==> src/rtl/mc6809_bus_pkg.sv <==
// Shared definitions for the 6809-style bus master: phase states, E/Q
// encodings per phase, and default bus widths.
package mc6809_bus_pkg;

  localparam int unsigned ADDR_W_DEF = 16;
  localparam int unsigned DATA_W_DEF = 8;

  // One E cycle is four quarter phases, bracketed by IDLE and a one-clock HOLD.
  typedef enum logic [2:0] {
    ST_IDLE = 3'd0,
    ST_P0   = 3'd1,
    ST_P1   = 3'd2,
    ST_P2   = 3'd3,
    ST_P3   = 3'd4,
    ST_HOLD = 3'd5
  } state_t;

  // {E, Q} per phase; Q leads E by one quarter.
  localparam logic [1:0] EQ_IDLE = 2'b00;
  localparam logic [1:0] EQ_P0   = 2'b00;
  localparam logic [1:0] EQ_P1   = 2'b01;
  localparam logic [1:0] EQ_P2   = 2'b11;
  localparam logic [1:0] EQ_P3   = 2'b10;

  function automatic logic [1:0] eq_of(input state_t s);
    case (s)
      ST_P0:   eq_of = EQ_P0;
      ST_P1:   eq_of = EQ_P1;
      ST_P2:   eq_of = EQ_P2;
      ST_P3:   eq_of = EQ_P3;
      default: eq_of = EQ_IDLE;
    endcase
  endfunction

endpackage

==> src/rtl/mc6809_quarter_timer.sv <==
// Quarter-phase counter: counts 0..QUARTER_CLKS-1 and saturates there.
// Ports: i_clk, i_reset (async, active high), i_clear (restart at 0),
//        o_terminal_c (combinational, count has reached QUARTER_CLKS-1).
module mc6809_quarter_timer #(
  parameter int unsigned QUARTER_CLKS = 2
) (
  input  logic i_clk,
  input  logic i_reset,
  input  logic i_clear,
  output logic o_terminal_c
);

  // One extra bit keeps the width non-zero when QUARTER_CLKS is 1.
  localparam int unsigned CW = $clog2(QUARTER_CLKS) + 1;
  localparam logic [CW-1:0] LAST = CW'(QUARTER_CLKS - 1);

  logic [CW-1:0] count_q;

  assign o_terminal_c = (count_q == LAST);

  always_ff @(posedge i_clk or posedge i_reset) begin
    if (i_reset)           count_q <= '0;
    else if (i_clear)      count_q <= '0;
    else if (!o_terminal_c) count_q <= count_q + CW'(1);
  end

endmodule

==> src/rtl/mc6809_bus_master.sv <==
// Runs one 6809-style E/Q bus cycle per request from an internal agent,
// then parks the bus idle (E=0, RW=1, data driver off).
// Ports: i_clk, i_reset (async, active high); request side i_req, i_wr,
//        i_addr, i_wdata -> o_ack, o_rdata, o_busy; bus side o_E, o_Q, o_RW,
//        o_addr, o_data_out, o_data_oe, i_data_in. All outputs registered.
module mc6809_bus_master
  import mc6809_bus_pkg::*;
#(
  parameter int unsigned QUARTER_CLKS = 2,
  parameter int unsigned ADDR_W       = ADDR_W_DEF,
  parameter int unsigned DATA_W       = DATA_W_DEF
) (
  input  logic              i_clk,
  input  logic              i_reset,
  input  logic              i_req,
  input  logic              i_wr,
  input  logic [ADDR_W-1:0] i_addr,
  input  logic [DATA_W-1:0] i_wdata,
  output logic              o_ack,
  output logic [DATA_W-1:0] o_rdata,
  output logic              o_busy,
  output logic              o_E,
  output logic              o_Q,
  output logic              o_RW,
  output logic [ADDR_W-1:0] o_addr,
  output logic [DATA_W-1:0] o_data_out,
  output logic              o_data_oe,
  input  logic [DATA_W-1:0] i_data_in
);

  state_t     state_q, state_d;
  logic       wr_q, wr_d;
  logic       terminal_c;
  logic       accept_c;
  logic       capture_c;
  logic [1:0] eq_d;
  logic       rw_d, oe_d, ack_d, busy_d;

  mc6809_quarter_timer #(.QUARTER_CLKS(QUARTER_CLKS)) u_timer (
    .i_clk        (i_clk),
    .i_reset      (i_reset),
    .i_clear      (state_d != state_q),
    .o_terminal_c (terminal_c)
  );

  // Next state plus next values of every registered output.
  always_comb begin
    state_d   = state_q;
    accept_c  = 1'b0;
    capture_c = 1'b0;
    case (state_q)
      ST_IDLE: if (i_req) begin
        state_d  = ST_P0;
        accept_c = 1'b1;
      end
      ST_P0:   if (terminal_c) state_d = ST_P1;
      ST_P1:   if (terminal_c) state_d = ST_P2;
      ST_P2:   if (terminal_c) state_d = ST_P3;
      ST_P3:   if (terminal_c) begin
        state_d   = ST_HOLD;
        capture_c = !wr_q;          // edge where E falls
      end
      ST_HOLD: state_d = ST_IDLE;
      default: state_d = ST_IDLE;
    endcase

    wr_d   = accept_c ? i_wr : wr_q;
    eq_d   = eq_of(state_d);
    rw_d   = (state_d == ST_IDLE) ? 1'b1 : !wr_d;
    // Driver stays on through HOLD for one clock of hold after E falls.
    oe_d   = wr_d && (state_d inside {ST_P1, ST_P2, ST_P3, ST_HOLD});
    ack_d  = (state_d == ST_HOLD);
    busy_d = (state_d != ST_IDLE);
  end

  always_ff @(posedge i_clk or posedge i_reset) begin
    if (i_reset) begin
      state_q    <= ST_IDLE;
      wr_q       <= 1'b0;
      o_E        <= 1'b0;
      o_Q        <= 1'b0;
      o_RW       <= 1'b1;
      o_addr     <= '0;
      o_data_out <= '0;
      o_data_oe  <= 1'b0;
      o_ack      <= 1'b0;
      o_rdata    <= '0;
      o_busy     <= 1'b0;
    end else begin
      state_q    <= state_d;
      wr_q       <= wr_d;
      {o_E, o_Q} <= eq_d;
      o_RW       <= rw_d;
      o_data_oe  <= oe_d;
      o_ack      <= ack_d;
      o_busy     <= busy_d;
      if (accept_c)         o_addr     <= i_addr;
      if (accept_c && i_wr) o_data_out <= i_wdata;
      if (capture_c)        o_rdata    <= i_data_in;
    end
  end

endmodule

==> config.mk <==
export PLATFORM = sky130hd
export DESIGN_NAME = mc6809_bus_master
export DESIGN_NICKNAME = d
export VERILOG_FILES = /design/src/rtl/mc6809_bus_pkg.sv /design/src/rtl/mc6809_quarter_timer.sv /design/src/rtl/mc6809_bus_master.sv
export SDC_FILE = /design/constraint.sdc
export NUM_CORES = 1
export LEC_CHECK = 0
export CORE_MARGIN = 2
export CORE_UTILIZATION = 42
export DETAILED_ROUTE_END_ITERATION = 8
export GPL_TIMING_DRIVEN = 1
export PLACE_DENSITY = 0.79
export SKIP_CTS_REPAIR_TIMING = 1
export SLEW_MARGIN = 40
export SYNTH_ARGS = -nofsm -noshare
export SYNTH_HDL_FRONTEND = slang
export SYNTH_SLANG_ARGS = --single-unit
==> constraint.sdc <==
create_clock -name i_clk -period 1.9 [get_ports i_clk]
set_input_delay 0.57 -clock i_clk [delete_from_list [all_inputs] [get_ports i_clk]]
set_output_delay 0.57 -clock i_clk [all_outputs]
set_load 0.02 [all_outputs]
Word-level counts from Yosys, hierarchy flattened
Cells that the tools add are included.
- register bits: 44
- add/subtract/negate cells: 1
- equality and inequality tests: 11
- mux-type cells: 15
- reduce and logical (&&, ||, !) cells: 8
- operator list (kind ; number):
    2-to-1 mux 3 bit ; 5
    case mux 3 bit (5 select lines) ; 1
    equality test 3 x 2 -> 1 bit, second input constant ; 4
    equality test 3 bit, second input constant ; 3
    zero test 3 bit ; 2
    2-to-1 mux 1 bit ; 6
    case mux 2 bit (3 select lines) ; 1
    2-to-1 mux 2 bit ; 2
    nonzero test 4 bit ; 1
    equality test 3 x 1 -> 1 bit, second input constant ; 1
    != test 3 bit ; 1
    nonzero test 3 bit ; 1
    adder 2 x 1 -> 2 bit, second input constant ; 1
    equality test 2 x 1 -> 1 bit, second input constant ; 1
    logical AND 1 bit ; 2
    zero test 1 bit ; 2
    != test 2 x 1 -> 1 bit, second input constant ; 1

Depth between registers and ports, before layout
Gate-level depths: netlist of the first run.
- depth after elaboration: 6
- gate-level depth with buffers: 6
- mapped depth without buffers: 5

Cells and area by module
A second synthesis of the first run with hierarchy kept.
- cells, all modules: 118
- area total of the unflattened synthesis: 1756.7 µm²
- by module, submodules not included (module ; instances ; cells an instance ; area each (µm²) ; seq. area each (µm²)):
    mc6809_bus_master ; 1 ; 109 ; 1660.3 ; 1052.3
    mc6809_quarter_timer ; 1 ; 9 ; 96.3 ; 50.0

Worst setup path after synthesis of the first run
Ideal clock, no wire load.
- path type: input port to flip-flop
- start: in i_req
- end: reg o_addr[10]
- library setup time: 0.125 ns
- data arrival time: 1.587 ns
- data required time: 1.775 ns
- setup slack: 0.188 ns
- stages: 3
- path buffers: 1
- cell sequence: nor4b_4 -> buf_4 -> mux2_2
- longest elaborated chain between the ends: 2
- RTL lines (what ; line ; RTL):
    from (decl) ; mc6809_bus_master.sv:15 ; input logic i_req,
    2-to-1 mux 1 bit ; mc6809_bus_master.sv:52 ; ST_IDLE: if (i_req) begin
    2-to-1 mux 1 bit ; mc6809_bus_master.sv:51 ; case (state_q)
    to (signal assigned) ; mc6809_bus_master.sv:97 ; if (accept_c) o_addr <= i_addr;
    to (decl) ; mc6809_bus_master.sv:25 ; output logic [ADDR_W-1:0] o_addr,
Every way passes these cells.
A chain may end at the register's enable or synchronous reset.

Worst setup path after layout of the first run
- start: reg o_data_out[1]
- end: out o_data_out[1]
- RTL lines (what ; line ; RTL):
    from (decl) ; mc6809_bus_master.sv:26 ; output logic [DATA_W-1:0] o_data_out,
    from (signal assigned) ; mc6809_bus_master.sv:98 ; if (accept_c && i_wr) o_data_out <= i_wdata;
No word-level cell between the ends.

==> results of run 1 <==
-- power breakdown --
part	internal [mW]	leakage, nW	total, mW	switching (mW)
Combinational	1.24	0.592	2.27	1.04
Sequential	1.36	0.541	1.61	0.254
Clock	0.393	0.0524	0.686	0.293
-- cell type report --
cell class	instances	area share
clock buffers	7	0.02759
inverters	3	0.004071
well taps	50	0.02261
flip-flops and latches	44	0.3985
multi-input cells	74	0.2307
clock inverters	1	0.01085
repair buffers	83	0.3057
-- cell usage after synthesis, drive strengths merged --
cell type,n,share of area
xor2,1,0.0049
or4,2,0.0084
clkbuf,4,0.0084
o211ai,2,0.0084
nand2b,2,0.0070
mux2,33,0.21
dfrtp,43,0.60
o21ai,1,0.0028
nand3,2,0.0056
a21boi,1,0.0042
nor2,9,0.019
a32o,1,0.0056
a22o,1,0.0049
a21oi,2,0.0056
mux2i,1,0.0056
ha,1,0.0070
dfstp,1,0.015
nor3b,1,0.0042
inv,3,0.0063
or2,1,0.0035
nand3b,1,0.0042
nor4b,2,0.018
nand2,8,0.018
buf,2,0.0084
nor4,1,0.0070
nor3,1,0.0028
-- layer usage --
metal / track usage / wire length, µm / vias to the layer above
met5: 0 / 0 / -
met1: 0.2129 / 1613 / 632
met4: 0.06100 / 48 / 0
met2: 0.2906 / 2066 / 44
met3: 0.04971 / 212 / 6
li1: - / - / 609
-- per-stage QoR --
stage,TNS (ns),instances,hold slack [ns]
2_1_floorplan,0,127,0.5196
3_3_place_gp,-2.878,254,0.4894
3_5_place_dp,-4.404,254,0.4984
4_1_cts,-0.09909,262,0.5169
5_1_grt,0,262,0.5303
6_report,0,262,0.5135
-- cells by family after synthesis --
group                    share of synthesized area
multiplexers                                0.2163
XOR/XNOR                                  0.004917
buffers and inverters                      0.02317
flip-flops                                  0.6187
AND/OR/NAND/NOR                            0.09832
adder cells (fa/ha/maj)                   0.007021
AO/OA/AOI/OAI                              0.03160
-- worst reg2reg max path, cell delays in order, from the launching register on --
cell and delay (ns):
dfrtp_1 0.49, nor4b_4 0.33, buf_4 0.21, buf_12 0.14, mux2_2 0.34
-- sequential cells by signal, summed over array words and instances (netlist names) --
register	count
o_addr	16
o_data_out	8
o_rdata	8
state_q	3
u_timer.count_q	2
o_E	1
o_Q	1
o_RW	1
o_ack	1
o_busy	1
o_data_oe	1
wr_q	1
-- placed cells by master, fill, tap and decap left out, types with 3 or more instances in the layout --
cell              n
inv_1             3
clkdlybuf4s50_1  72
nor2_1            9
mux2_2           32
dfrtp_1          43
nand2_1           7
clkbuf_8          5
buf_12            3
buf_4             7
-- worst paths after layout --
kind / to / cells past startpoint / slack (ns) / from
max: o_data_out[1] / 1 / 0.07 / o_data_out[1]
min: o_rdata[4] / 1 / 0.51 / o_rdata[4]
max reg2reg: o_addr[11] / 4 / 0.29 / state_q[1]
min reg2reg: o_rdata[4] / 1 / 0.51 / o_rdata[4]
max in group asynchronous: o_RW / 3 / 0.99 / i_reset
min in group asynchronous: o_addr[6] / 3 / 0.65 / i_reset
==> impl_metrics.csv, run 1 <==
group,metric,value,unit
floorplan,fp.dieW,69.13,µm
grt,grt_pass1_vias,1338,
sta,finalCritPeriodShare,0.9649,
drt,via_per_inst,4.927,
clock_network,clk_pin_slew,0.08,ns
clock_network,htreeDepth,2,
worst_setup_path,crit_chain,"clkdlybuf4s50_1",
logic_synthesis,synth_seq_cells,44,
hold_path,hold_class,"flop to flop",
layout,design_area,0.002766,mm²
pwr,leakage,1.185,nW
drt,drc,0,
floorplan,die_area,0.004779,mm²
worst_setup_path,path_class,"flop to output pin",
layout,ff_latch_area,0.001102,mm²
layout,multiInputGateArea,638.1,µm²
sta,timing.slew.headroom,0.7441,
floorplan,dieHeight,69.13,µm
placed_design,gp_congestion,0.8579,
layout,drive_gt1_frac,0.2547,
worst_setup_path,required,1.33,ns
layout,fin_util,0.6866,
worst_setup_path,cp_num_buf_inv,1,
drt,first_pass_iters,6,
layout,antenna_cells,0,
placed_design,place.port_buffers,73,
logic_synthesis,ys_warn_count,0,
sta,setup_viol_count_final,0,
clock_network,cts.path.max_buffers,2,
grt,grt_antenna_before_repair,0,
grt,grt.overflow.total,0,
worst_setup_path,start_kind,"flop",
worst_setup_path,critPathCaptureType,"output pin",
drt,drt-total-wl,3941,µm
layout,num-fill-cells,291,
sta,hold_violations,0,
job,cap_violations,0,
clock_network,cts_sinks,44,
logic_synthesis,syn_area,0.001782,mm²
sta,max_slew.worst_pin.slew,0.3838,ns
floorplan,start_util,0.4422,
logic_synthesis,synth_cell_types,29,
pwr,ir_drop,0.0008241,V
drt,ant_nets,0,
logic_synthesis,syn-num-nets,164,
clock_network,cts_tree,"done",
worst_setup_path,worst_ep_arrival_time,1.26,ns
layout,fin_nets,248,
logic_synthesis,syn_area_per_cell,14.03,µm²
layout,area.growth.synth_to_final,55.27,%
placed_design,placed_area,0.002658,mm²
sta,fin_worst_skew,0.009249,ns
pwr,power_density,1653,mW/mm²
sta,min_period,1.833,ns
floorplan,io_pins,74,
logic_synthesis,postSynthCellCount,127,
clock_network,cts_root_buffer,"clkbuf_8",
grt,grt_use_total,0.1731,
clock_network,cts_buffers,5,
sta,final.setup.worst_slack,0.06667,ns
worst_setup_path,critical-path-top-delay-family,"buffers and inverters",
worst_setup_path,critPathSlowestCell,"clkdlybuf4s50_1",
clock_network,clk_latency,0.29,ns
sta,rsz0062_at_grt,"no",
placed_design,place_ws,-0.1957,ns
floorplan,rows,23,
grt,grt_pass1_wl,6520,µm
worst_setup_path,cp_max_fo,2,
sta,drv_slew,0,
floorplan,coreArea,0.004029,mm²
grt,grt_max_degree,45,
drt,drtIter0Drc,35,
placed_design,dp_hpwl,2966,µm
worst_setup_path,max_stage_delay,0.61,ns
drt,wl_per_cell,15.04,µm
drt,vias,1291,
logic_synthesis,yosysSeqAreaShare,0.6187,
sta,max_freq,0.5455,GHz
run_status,status,"complete, no violations",
pwr,finalPower,4.572,mW
Power figures use the tool's default switching activity.
==> inputs of run 2 (changes only) <==
Settings changed: SYNTH_HIERARCHICAL set to 1.
==> run 2 against run 1 <==
Total power grew 0.58%. Synthesized cell count shrank 7.1%. First-iteration DRC count shrank 5.7%. Synthesized area shrank 1.4%. Die area shrank 1.3%. Combinational power is essentially flat. Non-clock buffer count shrank 3. Clock skew shrank 0.0052 ns. Register-to-register slack lost 0.06 ns. Flip-flop and latch count is the same. Sequential share of layout area grew 0.92 points. Global-route usage grew 0.77 points.
==> impl_metrics.csv, run 2 <==
group,metric,value,unit
sta,fin_worst_skew,0.004095,ns
placed_design,placed_area,0.002587,mm²
sta,drv_slew,0,
worst_setup_path,critPathCaptureType,"output pin",
drt,dr_wl_met3,209,µm
sta,rsz0062_at_grt,"no",
sta,max_freq,0.5399,GHz
logic_synthesis,syn_area_per_cell,14.89,µm²
layout,area.growth.synth_to_final,53.92,%
worst_setup_path,crit_chain,"clkdlybuf4s50_1",
drt,drt-met1-wl,1453,µm
clock_network,htreeDepth,2,
worst_setup_path,worst_ep_arrival_time,1.28,ns
floorplan,fp.dieW,68.67,µm
grt,grt_max_degree,19,
job,cap_violations,0,
floorplan,rows,23,
sta,min_period,1.852,ns
sta,final.setup.worst_slack,0.04764,ns
logic_synthesis,synth-edff-count,0,
sta,setup_viol_count_final,0,
worst_setup_path,cp.depth,1,
sta,hold_violations,0,
placed_design,place_inst,245,
worst_setup_path,reg2regPathDepth,6,
grt,grt.overflow.total,0,
worst_setup_path,cp_max_fo,2,
logic_synthesis,yosysSeqAreaShare,0.6275,
pwr,power_density,1701,mW/mm²
clock_network,clk_latency,0.29,ns
grt,grt_use_total,0.1808,
clock_network,cts_root_buffer,"clkbuf_8",
sta,timing.slew.headroom,0.5904,
worst_setup_path,cp_num_buf_inv,1,
placed_design,dp_hpwl,2991,µm
logic_synthesis,synth_top_area_frac,0.6125,
floorplan,dieHeight,68.67,µm
layout,fin_nets,240,
drt,via_per_inst,4.838,
grt,grt_pass1_wl,6113,µm
pwr,seqPwrFrac,0.359,
logic_synthesis,synth_commonest_cells,"dfrtp_1 (43), mux2_2 (33), nor2_1 (7)",
pwr,pwr-share-comb,0.487,
drt,wl_per_cell,15.32,µm
floorplan,coreArea,0.004000,mm²
floorplan,start_util,0.4392,
run_status,status,"complete, no violations",
worst_setup_path,critPathSlowestCell,"clkdlybuf4s50_1",
pwr,internal_power,2.969,mW
sta,max_slew.worst_pin.slew,0.6106,ns
drt,drc,0,
floorplan,die_area,0.004716,mm²
drt,drtIter0Drc,33,
logic_synthesis,syn-num-nets,156,
drt,drt-total-wl,3876,µm
drt,vias,1224,
logic_synthesis,syn_area,0.001757,mm²
floorplan,io_pins,74,
worst_setup_path,required,1.33,ns
logic_synthesis,synth_cell_types,25,
layout,design_area,0.002704,mm²
logic_synthesis,postSynthCellCount,118,
layout,largestRegisters,"o_addr (16), o_data_out (8), o_rdata (8)",
logic_synthesis,ys_warn_count,6,
logic_synthesis,synthMostInstantiatedCell,"dfrtp_1",
pwr,ir_drop,0.0008375,V
drt,highest_layer,"met4",
pwr,leakage,1.179,nW
logic_synthesis,synthTopCellsByArea,"dfrtp_1 (61%), mux2_2 (21%), dfstp_2 (1.5%)",
layout,largest_reg_flops,16,
logic_synthesis,synthFlopType,"dfrtp_1",
sta,finalCritPeriodShare,0.9749,
clock_network,cts_sinks,44,
drt,ant_nets,0,
drt,dr_wl_met2,2122,µm
clock_network,cts_tree,"done",
clock_network,cts.path.max_buffers,2,
grt,grt_antenna_before_repair,0,
grt,grt_pass1_vias,1283,
layout,num-fill-cells,294,
layout,regMostFlops,"o_addr",
worst_setup_path,start_kind,"flop",
logic_synthesis,synth_top_area_cell,"dfrtp_1",
placed_design,gp_congestion,0.8295,
pwr,clockPowerShare,0.154,
layout,instances_no_fill,253,
logic_synthesis,postSynth.asyncResetShare,1.000,
layout,final_common_cell,"clkdlybuf4s50_1",
worst_setup_path,critical-path-top-delay-family,"buffers and inverters",
drt,first_pass_iters,4,
placed_design,place_ws,-0.1858,ns
layout,antenna_cells,0,
layout,layout_common_cells,"clkdlybuf4s50_1 (71), dfrtp_1 (43), mux2_2 (33)",
pwr,p_sw,1.629,mW
clock_network,cts_buffers,5,
hold_path,hold_class,"input port to async pin",
logic_synthesis,synth_seq_cells,44,
worst_setup_path,max_stage_delay,0.62,ns
pwr,swShare,0.3542,
worst_setup_path,path_class,"flop to output pin",
placed_design,place.port_buffers,73,
clock_network,clk_pin_slew,0.08,ns
layout,drive_gt1_frac,0.2611,
==> run 2: path summary, 6_finish.rpt <==
path | start | endpoint | slack, ns
min in group i_clk | o_rdata[5] | o_rdata[5] | 0.51
max in group asynchronous | i_reset | o_data_oe | 0.76
worst min-delay path | i_reset | u_timer/count_q[1] | 0.45
worst min register to register | o_rdata[5] | o_rdata[5] | 0.51
worst max register to register | u_timer/count_q[1] | o_E | 0.23
worst max-delay path | o_addr[14] | o_addr[14] | 0.05
==> run 2: power by group through the flow <==
| stage | clock (mW) | sequential [mW] | combinational [mW] |
|---|---|---|---|
| global route | 0.765 | 1.71 | 2.41 |
| floorplan | 0 | 2.06 | 0.827 |
| detailed placement | 0 | 1.67 | 2.27 |
| global placement | 0 | 1.64 | 2.19 |
| finish | 0.706 | 1.65 | 2.24 |
| CTS | 0.719 | 1.66 | 2.28 |
==> run 2: through the flow <==
| step | TNS [ns] | hold WS (ns) | power, mW | utilization |
|---|---|---|---|---|
| 2_1_floorplan | 0 | 0.3112 | 2.883 | - |
| 3_3_place_gp | -3.155 | 0.4878 | 3.831 | 0.6469 |
| 3_5_place_dp | -3.605 | 0.4938 | 3.940 | 0.6469 |
| 4_1_cts | -0.1149 | 0.4509 | 4.663 | 0.6747 |
| 5_1_grt | 0 | 0.4473 | 4.886 | 0.6759 |
| 6_report | 0 | 0.4519 | 4.598 | 0.6759 |
==> run 2: layout make-up <==
class,count,area (µm²),share of cell area
clock inverters,3,42.54,0.01573
well taps,50,62.56,0.02314
flip-flops and latches,44,1102,0.4077
clock buffers,5,68.82,0.02545
repair buffers,80,800.8,0.2962
inverters,5,18.77,0.006941
multi-input cells,66,608.1,0.2249
==> run 2: routing by layer <==
metal	global-route usage	vias to the layer above
li1	-	572
met5	0	-
met1	0.2146	600
met4	0.06500	0
met2	0.3029	44
met3	0.06331	8
==> run 2: logic make-up after synthesis <==
kind of cell             count (synthesis)  synth area share
AO/OA/AOI/OAI                            5           0.01995
XOR/XNOR                                 2          0.009973
adder cells (fa/ha/maj)                  2           0.01424
buffers and inverters                    8           0.02635
flip-flops                              44            0.6275
multiplexers                            34            0.2172
AND/OR/NAND/NOR                         23           0.08477
